## src/rtl/float_copro_issue_pkg.sv

```systemverilog
// Shared types for the float coprocessor issue stage: opcodes, request word, FSM states.
package float_copro_issue_pkg;

  typedef enum logic [10:0] {
    FOP_ADD = 11'd0,
    FOP_SUB = 11'd1,
    FOP_DIV = 11'd2,
    FOP_MUL = 11'd3
  } fop_e;

  localparam logic [31:0] QNAN = 32'h7FC0_0000;

  typedef struct packed {
    logic [10:0] opcode;
    logic [31:0] op0;
    logic [31:0] op1;
  } float_req_t;

  typedef enum logic [2:0] {
    S_SYNC,
    S_IDLE,
    S_REQ,
    S_RELEASE,
    S_WRITE
  } issue_state_e;

  function automatic logic is_copro_op(input logic [10:0] op);
    return op inside {FOP_ADD, FOP_SUB, FOP_DIV, FOP_MUL};
  endfunction

endpackage

```

## src/rtl/float_req_fifo.sv

```systemverilog
// Synchronous FIFO of float requests; head is visible the cycle after the push edge.
// Pointers carry one wrap bit so full/empty come straight from registered state.
module float_req_fifo
  import float_copro_issue_pkg::*;
#(
  parameter int DEPTH = 4
) (
  input  logic       clk,
  input  logic       reset,
  input  logic       push,
  input  float_req_t push_data,
  input  logic       pop,
  output float_req_t head,
  output logic       full,
  output logic       empty
);

  localparam int AW = $clog2(DEPTH);
  localparam logic [AW:0] PTR_ONE = {{AW{1'b0}}, 1'b1};

  float_req_t  mem [DEPTH];
  logic [AW:0] wr_ptr;
  logic [AW:0] rd_ptr;

  assign empty = (wr_ptr == rd_ptr);
  assign full  = (wr_ptr[AW] != rd_ptr[AW]) && (wr_ptr[AW-1:0] == rd_ptr[AW-1:0]);
  assign head  = mem[rd_ptr[AW-1:0]];

  always_ff @(posedge clk) begin
    if (reset) begin
      wr_ptr <= '0;
      rd_ptr <= '0;
    end else begin
      if (push && !full) wr_ptr <= wr_ptr + PTR_ONE;
      if (pop && !empty) rd_ptr <= rd_ptr + PTR_ONE;
    end
  end

  always_ff @(posedge clk) begin
    if (push && !full) mem[wr_ptr[AW-1:0]] <= push_data;
  end

endmodule

```

## src/rtl/float_copro_issue.sv

```systemverilog
// Issue stage ahead of the float coprocessor: queues CPU requests, runs the 4-phase
// copro handshake with timeout, and returns in-order results on a valid/ready port.
module float_copro_issue
  import float_copro_issue_pkg::*;
#(
  parameter int          DEPTH   = 4,
  parameter int unsigned TIMEOUT = 255
) (
  input  logic        clk,
  input  logic        reset,
  input  logic        cpu_valid,
  output logic        cpu_ready,
  input  logic [10:0] cpu_opcode,
  input  logic [31:0] cpu_op0,
  input  logic [31:0] cpu_op1,
  output logic        res_valid,
  input  logic        res_ready,
  output logic [31:0] res_data,
  output logic        res_error,
  output logic        copro_valid,
  output logic [10:0] copro_opcode,
  output logic [31:0] copro_op0,
  output logic [31:0] copro_op1,
  input  logic        copro_complete,
  input  logic [31:0] copro_result,
  output logic        busy
);

  localparam logic [15:0] TIMEOUT_CYC = TIMEOUT[15:0];

  issue_state_e state, state_nx;
  float_req_t   head, creq, creq_nx;
  logic         full, empty, pop, res_load;
  logic         cv_nx, stage_err, stage_err_nx;
  logic [31:0]  stage_data, stage_data_nx;
  logic [15:0]  timer, timer_nx, timer_inc;

  assign cpu_ready    = !full;
  assign copro_opcode = creq.opcode;
  assign copro_op0    = creq.op0;
  assign copro_op1    = creq.op1;
  assign busy         = !empty || (state != S_IDLE) || res_valid;
  assign timer_inc    = (timer == 16'hFFFF) ? timer : timer + 16'd1;

  float_req_fifo #(.DEPTH(DEPTH)) u_fifo (
    .clk       (clk),
    .reset     (reset),
    .push      (cpu_valid && cpu_ready),
    .push_data ({cpu_opcode, cpu_op0, cpu_op1}),
    .pop       (pop),
    .head      (head),
    .full      (full),
    .empty     (empty)
  );

  always_ff @(posedge clk) begin
    if (reset) state <= S_SYNC;
    else       state <= state_nx;
  end

  always_comb begin
    state_nx      = state;
    cv_nx         = copro_valid;
    creq_nx       = creq;
    timer_nx      = timer;
    stage_data_nx = stage_data;
    stage_err_nx  = stage_err;
    pop           = 1'b0;
    res_load      = 1'b0;
    case (state)
      // The coprocessor has no reset and may still be holding complete from before ours.
      S_SYNC: if (!copro_complete) state_nx = S_IDLE;
      S_IDLE: begin
        if (!empty) begin
          pop = 1'b1;
          if (is_copro_op(head.opcode)) begin
            creq_nx  = head;
            cv_nx    = 1'b1;
            timer_nx = '0;
            state_nx = S_REQ;
          end else begin
            stage_data_nx = QNAN;
            stage_err_nx  = 1'b1;
            state_nx      = S_WRITE;
          end
        end
      end
      S_REQ: begin
        if (copro_complete) begin
          stage_data_nx = copro_result;
          stage_err_nx  = 1'b0;
          cv_nx         = 1'b0;
          state_nx      = S_RELEASE;
        end else begin
          timer_nx = timer_inc;
          if (timer_inc == TIMEOUT_CYC) begin
            cv_nx         = 1'b0;
            stage_data_nx = QNAN;
            stage_err_nx  = 1'b1;
            state_nx      = S_RELEASE;
          end
        end
      end
      S_RELEASE: if (!copro_complete) state_nx = S_WRITE;
      S_WRITE: begin
        if (!res_valid || res_ready) begin
          res_load = 1'b1;
          state_nx = S_IDLE;
        end
      end
      default: state_nx = S_SYNC;
    endcase
  end

  always_ff @(posedge clk) begin
    if (reset) begin
      copro_valid <= 1'b0;
      creq        <= '0;
      timer       <= '0;
      stage_data  <= '0;
      stage_err   <= 1'b0;
      res_valid   <= 1'b0;
      res_data    <= '0;
      res_error   <= 1'b0;
    end else begin
      copro_valid <= cv_nx;
      creq        <= creq_nx;
      timer       <= timer_nx;
      stage_data  <= stage_data_nx;
      stage_err   <= stage_err_nx;
      if (res_load) begin
        res_valid <= 1'b1;
        res_data  <= stage_data;
        res_error <= stage_err;
      end else if (res_ready) begin
        res_valid <= 1'b0;
      end
    end
  end

endmodule

```

## config.mk

```make
export PLATFORM = sky130hd
export DESIGN_NAME = float_copro_issue
export DESIGN_NICKNAME = d
export VERILOG_FILES = /design/src/rtl/float_copro_issue_pkg.sv /design/src/rtl/float_req_fifo.sv /design/src/rtl/float_copro_issue.sv
export SDC_FILE = /design/constraint.sdc
export NUM_CORES = 1
export LEC_CHECK = 0
export ABC_AREA = 0
export CORE_UTILIZATION = 25
export DETAILED_ROUTE_END_ITERATION = 10
export HOLD_SLACK_MARGIN = 0.06
export PLACE_DENSITY_LB_ADDON = 0.12
export SLEW_MARGIN = 20
export SYNTH_ARGS = -nofsm -noshare
export SYNTH_HDL_FRONTEND = slang
export SYNTH_HIERARCHICAL = 1
export SYNTH_SLANG_ARGS = --single-unit
```

## constraint.sdc

```tcl
create_clock -name clk -period 16.55 [get_ports clk]
set_input_delay 2.4825 -clock clk [delete_from_list [all_inputs] [get_ports clk]]
set_output_delay 2.4825 -clock clk [all_outputs]
set_load 0.02 [all_outputs]
```

==> results of run 1 <==
sequential cells by signal (all words and copies together) (netlist names), 11 cells and up, named ones only:
name,flops
copro_op0,32
u_fifo/mem,300
stage_data,32
copro_op1,32
copro_opcode,11
res_data,32
timer,16
metrics by stage:
stage	cells	util, %
after floorplan	1212	-
after global placement	2309	30.10
after detailed placement	2309	30.10
after CTS	2414	32.82
after global routing	2414	32.82
final	2414	32.82
tightest hold or removal path, cell delays in order (launching register included):
cell,delay (ps)
sky130_fd_sc_hd__dfxtp_1,310
sky130_fd_sc_hd__nand2_1,50
sky130_fd_sc_hd__a21oi_1,50
final cells by class:
cell class | count | area [sq um]
clock inverters | 33 | 377.9
inverters | 6 | 22.52
multi-input cells | 662 | 4826
flip-flops and latches | 470 | 12420
fillers | 6840 | 46400
repair buffers | 240 | 2357
clock buffers | 72 | 1503
well taps | 931 | 1165
cell families (layout without fill, tap and decap cells):
logic type | Yosys count | count (layout) | synth area share [%]
AOI/OAI and AO/OA | 219 | 219 | 7.587
muxes | 80 | 80 | 9.900
xor gates and xnor gates | 8 | 8 | 0.3985
adders and majority gates | 6 | 6 | 0.4270
and+or+nand+nor | 349 | 349 | 8.932
buffers and inverters | 80 | 351 | 2.156
DFF | 470 | 470 | 70.60
final timing paths:
kind | startpoint | to | slack, ps
setup / recovery | u_fifo/wr_ptr[0] | busy | 10450
hold reg to reg | stage_data[6] | res_data[6] | 450
setup reg to reg | flop | stage_data[9] | 11760
hold / removal | stage_data[6] | res_data[6] | 450
cell usage in the layout (no fill, tap or decap), drive strengths merged, types with 18 or more instances in the layout:
master           n
a21oi          133
a22o            23
buf             18
clkbuf          72
clkdlybuf4s50  222
clkinv          21
dfxtp          170
edfxtp         300
mux4            75
nand2          213
nor2            54
o21ai           18
power by group through the flow:
stage	Combinational (mW)	Clock, mW	Sequential, mW
2_1_floorplan	0.274	0	1.44
5_1_grt	0.417	1.34	1.45
3_3_place_gp	0.395	0	1.46
6_report	0.380	1.25	1.43
4_1_cts	0.394	1.30	1.44
3_5_place_dp	0.391	0	1.46
synthesized netlist by cell type, drive strengths merged (6+ instances only):
cell    count  share of area (%)
a211oi      9               0.41
a21oi     133                3.8
a22o       23                1.1
a31oi       7               0.25
and2       16               0.58
and3        7               0.25
buf        32                1.1
clkbuf     42               0.90
dfxtp     170                 19
edfxtp    300                 51
ha          6               0.43
inv         6               0.13
mux4       75                9.6
nand2     213                4.5
nand2b      6               0.21
nand3      16               0.58
nand4       8               0.28
nor2       54                1.2
nor3        8               0.29
nor3b       6               0.28
o211ai      8               0.34
o21ai      18               0.51
layer usage:
layer | part of all wire (%) | up-vias | routed length (microns)
li1 | - | 4993 | -
met1 | 43 | 5299 | 19580
met2 | 49 | 215 | 22260
met3 | 5.4 | 73 | 2428
met4 | 2.3 | 10 | 1021
met5 | 0.15 | - | 67
==> results by stage, run 1 <==
Clocking:
- In this run the post-CTS setup repair buffer count came out at 0.
- The insertion delay to the later sink of the worst-skew pair is 620 ps.
- The post-cts sizing count is 0.
- Buffers inserted during clock tree synthesis total 56.
- The number of buffers inserted by hold repair at cts is 0.
- The number of H-tree levels is 2.
- The clock passes through at most 3 buffers.
- The clock transition at the register clock pins on the worst setup and hold paths after CTS is 60 ps.
- The buffer type at the clock tree root is sky130_fd_sc_hd__clkbuf_16.
- The TritonCTS clock tree is done.
- The total number of clock tree sinks is 470.

Placed design:
- The area after detailed placement is 20790 sq um.
- Summed over all nets, the half-perimeter wirelength after detailed placement is 27300 microns.
- Prior to clock tree synthesis, the placed netlist has a worst setup slack of 10970 ps.
- The congestion estimate from routability-driven global placement came to 0.7230.
- The port buffer count is 223.

Timing:
- Setup repair after global routing left no endpoint under its margin.
- For the pin with the worst max-slew slack, the measured transition is 1077 ps.
- The worst setup margin is 10450 ps.
- The aggregate negative setup slack is 0 ps.
- The count of endpoints failing hold in the final timing report came to 0.
- The worst max-slew margin expressed relative to the limit is 28.19%.
- Setup violations remaining at the end of the flow were counted as 0.
- Static timing analysis puts the maximum clock frequency at 0.1638 GHz.
- The max-slew violation count is 0.
- Of the available clock period, the critical path in the final layout requires 36.88%.
- The final worst hold slack is 451.6 ps.
- The post-layout minimum cycle time is 6103 ps.
- The setup skew after layout is 27.97 ps.

Floorplan:
- The floorplan core area is 69070 sq um.
- The y dimension of the die is 267.2 microns.
- For this design the top-level I/O count stands at 224.
- The die covers 71390 sq um.
- In this run the horizontal extent of the chip is 267.2 microns.
- The initial core utilization is 25.45%.
- The floorplan has 96 rows.

GRT:
- The initial antenna violation count is 5.
- The busiest metal layer after global routing is met2.
- The via count of the first global-routing pass came to 11070.
- The global-route track usage on met1 is 15.99%.
- The first-pass GRT wire length is 69330 microns.
- The met2 routing resource usage after global routing is 21.59%.
- In the global route stage, overall resource usage came out at 12.80%.
- For this run, global-route usage on met3 was measured as 3.062%.
- Entering global routing, the biggest net connects 70 pins.
- The final global-route overflow total is 0.

Route:
- The vias per cell is 4.387.
- The length of the first detailed-routing pass in iterations is 4.
- After the first detailed-routing iteration, the DRC count stood at 578.
- Once detail routing completed, the nets flagged for antenna violations numbered 0.
- After detailed routing, the number of remaining DRC violations is 0.
- The vias after detailed routing is 10590.
- The detail-routed net length per standard cell is 18.79 microns.
- The final layout contains routed wiring with a total length of 45350 microns.

Finish:
- Of the cells placed in the final design, the portion with a size suffix greater than 1 is 13.08%.
- After the last flow step, the layout net total stands at 1554.
- The number of antenna diodes in the final layout is 0.
- Relative to the synthesized area, the layout overhead comes to 28.95%.
- The final design instance area without fill is 22670 sq um.

Worst setup path:
- The kind of capture point of the worst setup path is a primary output.
- The number of buffers and inverters on the critical path is 1.
- Traced cell by cell, the critical path runs through xnor2_1, nand2_1, nor2_1, or4b_2, clkdlybuf4s50_1.
- The number of cells on the worst reg-to-reg path is 8.
- The cell family contributing the most delay on the critical path is simple AND/OR/NAND/NOR gates.
- The class of the most critical setup path is flop to primary output.
- The critical path crosses 5 cells after its start point.
- Data on the critical path arrives at its endpoint at 3620 ps.
- In this design, the stage delay of the slowest critical-path cell is 660 ps.
- STA puts the critical path data required time at 14070 ps.
- The peak fanout along the critical path is 8.
- The slowest stage of the critical path belongs to the cell sky130_fd_sc_hd__xnor2_1.
- STA classifies the critical path startpoint as a flop.

Yosys:
- The total standard cell area after synthesis is 17580 sq um.
- The dominant synthesized flop cell is sky130_fd_sc_hd__edfxtp_1.
- The synthesized netlist contains 58 unique library cells.
- The total of flip-flops plus latches after synthesis is 470.
- The fraction of synthesis flops using an asynchronous set or reset pin is 0%.
- Sequential cells were found to cover 70.60% of the synthesized design area.
- The total of warnings raised by yosys is 6.
- The synthesized design contains 300 enable-type register cells.
- In this run the mean area of a mapped cell was 14.51 sq um.
- The net count after synthesis is 1330.
- The number of instances in the synthesized netlist is 1212.

Run status:
- The flow ran to the end, and the final reports show no timing, DRC or antenna violations.

Power and ir drop:
- The analysis attributes to cell leakage a power of 7.155 nW.
- The relative contribution of the clock network to total power is 40.8%.
- Summed over all nets, the switching power comes to 0.7609 mW.
- For this design the ratio of total power to cell area is 135.1 nW/um^2.
- The design draws 3.063 mW.
- The proportion of power drawn by combinational gates is 12.4%.
- The sequential cell fraction of total power is 46.8%.
- The proportion of total power due to net switching is 24.84%.
- The internal cell power is 2.302 mW.
- The highest ir drop seen on vdd is 0.00008348 V.

Worst hold path:
- The path type of the worst min-delay path is flop to flop.
- The hold path depth is 2.

Flow run:
- The reported max-cap violation count is 0.
(Power assumes the default switching activity.)
==> run 2, diff against run 1 <==
- clock period: 16.55 -> 5.7 ns (I/O delays scaled with it)
==> run 2 against run 1 <==
Against the previous run: global-route usage is 0.14 points higher; clock power grew to 2.9 times the previous value; sequential share of layout area is 0.25 points lower; routed wire length is 1.3% higher; setup slack worse by 9100 ps; die area stayed put; clock-buffer cell count is 5 higher; core utilization is 0.15 points higher; flip-flop and latch count stayed put; first-iteration DRC count is 8.3% lower; via count is 0.14% higher; hold slack better by 0.55 ps; largest cell class unchanged; highest routed layer unchanged.
==> results by stage, run 2 (synthesis gave the netlist of run 1 again) <==
GRT:
- The final global-route overflow total is 0.
- The via count of the first global-routing pass came to 10980.
- The total global routing track utilization is 12.93%.
- The first-pass GRT wire length is 69590 microns.
- Entering global routing, the biggest net connects 76 pins.
- The initial antenna violation count is 5.

Power and ir drop:
- The power per unit of standard cell area is 388.9 nW/um^2.
- For this design the static power due to leakage is 7.211 nW.
- IR analysis of the VDD net gives a maximum drop of 0.0002474 V.
- The design draws 8.858 mW.

Floorplan:
- The cell row count is 96.
- From bottom edge to top edge, the die measures 267.2 microns.
- The number of I/O pins is 224.
- The floorplan core area is 69070 sq um.
- The floorplan step defined a die boundary enclosing 71390 sq um.
- Measured along the x axis, the die boundary spans 267.2 microns.
- The initial core utilization is 25.45%.

Clocking:
- The clock passes through at most 3 buffers.
- CTS built an H-tree with a depth of 2.
- The post-cts sizing count is 0.
- The clock reaches the later pin of the worst-skew pair after 600 ps.
- The setup fix buffers added after clock tree synthesis is 0.
- The root buffer cell chosen for the clock tree is sky130_fd_sc_hd__clkbuf_16.
- Clock-pin slew was measured on the worst setup and hold paths at 60 ps.
- Counting every sink on the clock net gives 470.
- In this run, post-CTS hold repair placed 0 buffers.
- Buffers inserted during clock tree synthesis total 56.
- TritonCTS built the clock tree.

Worst hold path:
- The launch instance of the worst min-delay path is copro_op0[16].
- The min-delay analysis places its worst path in the category flop to flop.
- Counting instances, the worst hold path has a depth of 2.
- The path with the worst hold slack has its endpoint at copro_op0[16].

Timing:
- The count of endpoints failing hold in the final timing report came to 0.
- The worst max-slew margin expressed relative to the limit is 42.19%.
- The highest clock rate is 0.2282 GHz.
- Hold timing on the final database bottoms out at a slack of 452.1 ps.
- The setup skew after layout is 26.06 ps.
- The post-layout minimum cycle time is 4383 ps.
- Setup repair after global routing left no endpoint under its margin.
- Setup violations remaining at the end of the flow were counted as 0.
- The max-slew violation count came to 0.
- The fraction of the cycle the final worst path needs is 76.89%.
- At the pin with the least slew margin, the transition time is 867.1 ps.
- Setup total negative slack on the finished layout was measured at 0 ps.

Route:
- The first detailed-routing pass ran for 5 iterations.
- After detailed routing, the number of remaining DRC violations is 0.
- The vias per cell is 4.384.
- The first routing iteration left 530 violations.
- The vias after detailed routing is 10610.
- After detailed routing, the total wire length is 45950 microns.
- After detailed routing, the average wire length per cell comes to 19.00 microns.
- The final antenna-violating net count is 0.

Worst setup path:
- The maximum single-stage delay on the critical path is 630 ps.
- The endpoint of the worst register-to-register path is stage_data[20].
- The library cell contributing the largest single delay on the critical path is sky130_fd_sc_hd__xnor2_1.
- At the worst endpoint, the required time is 4850 ps.
- Together, buffers and inverters on the worst path number 1.
- The peak fanout along the critical path is 8.
- STA classifies the critical path startpoint as a flop.
- Across all register-to-register paths, the minimum setup slack is 1860 ps.
- The class of the most critical setup path is flop to primary output.
- For the worst setup path, the data arrival time is 3530 ps.
- The worst reg2reg path depth is 7.
- Broken down by cell family, the worst path's largest delay share belongs to simple AND/OR/NAND/NOR gates.
- The signal on the critical path passes through xnor2_1, nand2_1, nor2_1, or4b_2, clkdlybuf4s50_1.
- STA classifies the critical path endpoint as a primary output.

Run status:
- The run finished with clean final reports.

Placed design:
- Once placement completed, the tool counted placed cells totaling 2313.
- The wire-length estimate of the detail-placed layout is 26650 microns.
- The weighted congestion reported at the end of routability-driven placement is 0.7450.
- Port buffering added 223 buffers.

Finish:
- The repair_antennas step left the layout with diodes totalling 0.
- The share of the core filled with cells is 32.98%.
- The library cells used most frequently in the layout, excluding fill and tap cells, are 300 x sky130_fd_sc_hd__edfxtp_1, 222 x sky130_fd_sc_hd__clkdlybuf4s50_1, 213 x sky130_fd_sc_hd__nand2_1, 168 x sky130_fd_sc_hd__dfxtp_1, 133 x sky130_fd_sc_hd__a21oi_1.
- Relative to the synthesized area, the layout overhead comes to 29.55%.
- The most common cell after layout, fill and taps aside is sky130_fd_sc_hd__edfxtp_1.
- The number of nets at the end of the flow is 1559.
- The number of flip-flops under the largest register name is 300.
- Counting the fill cells in the layout gives 6791.
- Of the cells placed in the final design, the portion with a size suffix greater than 1 is 13.64%.
- The non-filler instance count after layout is 2419.

Flow run:
- Across the run, the number of max-cap violations was 0.
## run 2: tightest hold or removal path, stage by stage (launching register included)
cell,delay (ps)
sky130_fd_sc_hd__dfxtp_1,300
sky130_fd_sc_hd__nand2_1,50
sky130_fd_sc_hd__a21oi_1,50
## run 2: layout make-up
cell class / instances / area [sq um] / area share, %
clock buffers: 77 / 1570 / 6.894
clock inverters: 28 / 282.8 / 1.242
inverters: 6 / 22.52 / 0.09888
multi-input cells: 662 / 4826 / 21.19
flip-flops and latches: 470 / 12420 / 54.53
well taps: 931 / 1165 / 5.115
repair buffers: 245 / 2490 / 10.93
## run 2: routing by layer
layer	part of all wire, %	GRT usage, %
met5	0.096	0
met1	45	16.80
met2	48	21.42
met4	2.1	3.604
met3	5.0	3.053
## run 2: worst max-delay path by stage
| stage | from | endpoint | depth (start not counted) |
|---|---|---|---|
| 6_report | u_fifo/wr_ptr[0] | busy | 5 |
| 5_1_grt | u_fifo/wr_ptr[0] | busy | 5 |
| 4_1_cts | u_fifo/wr_ptr[0] | busy | 5 |
| 3_5_place_dp | flop | stage_data[20] | 7 |
| 3_3_place_gp | flop | stage_data[14] | 7 |
| 2_1_floorplan | cpu_valid | u_fifo/mem[3][0] | 3 |
## run 2: report_power, final
| part | internal (mW) | switching (mW) | leakage, nW |
|---|---|---|---|
| registers | 4.01 | 0.156 | 4.13 |
| logic | 0.510 | 0.614 | 2.17 |
| clock network | 2.15 | 1.42 | 0.913 |
## run 2: per-stage QoR
stage | setup slack [ps] | instance area (sq um)
after floorplan | 95.64 | 17580
after global placement | 1845 | 20900
after detailed placement | 1777 | 20900
after CTS | 1258 | 22750
after global routing | 1086 | 22780
final | 1317 | 22780
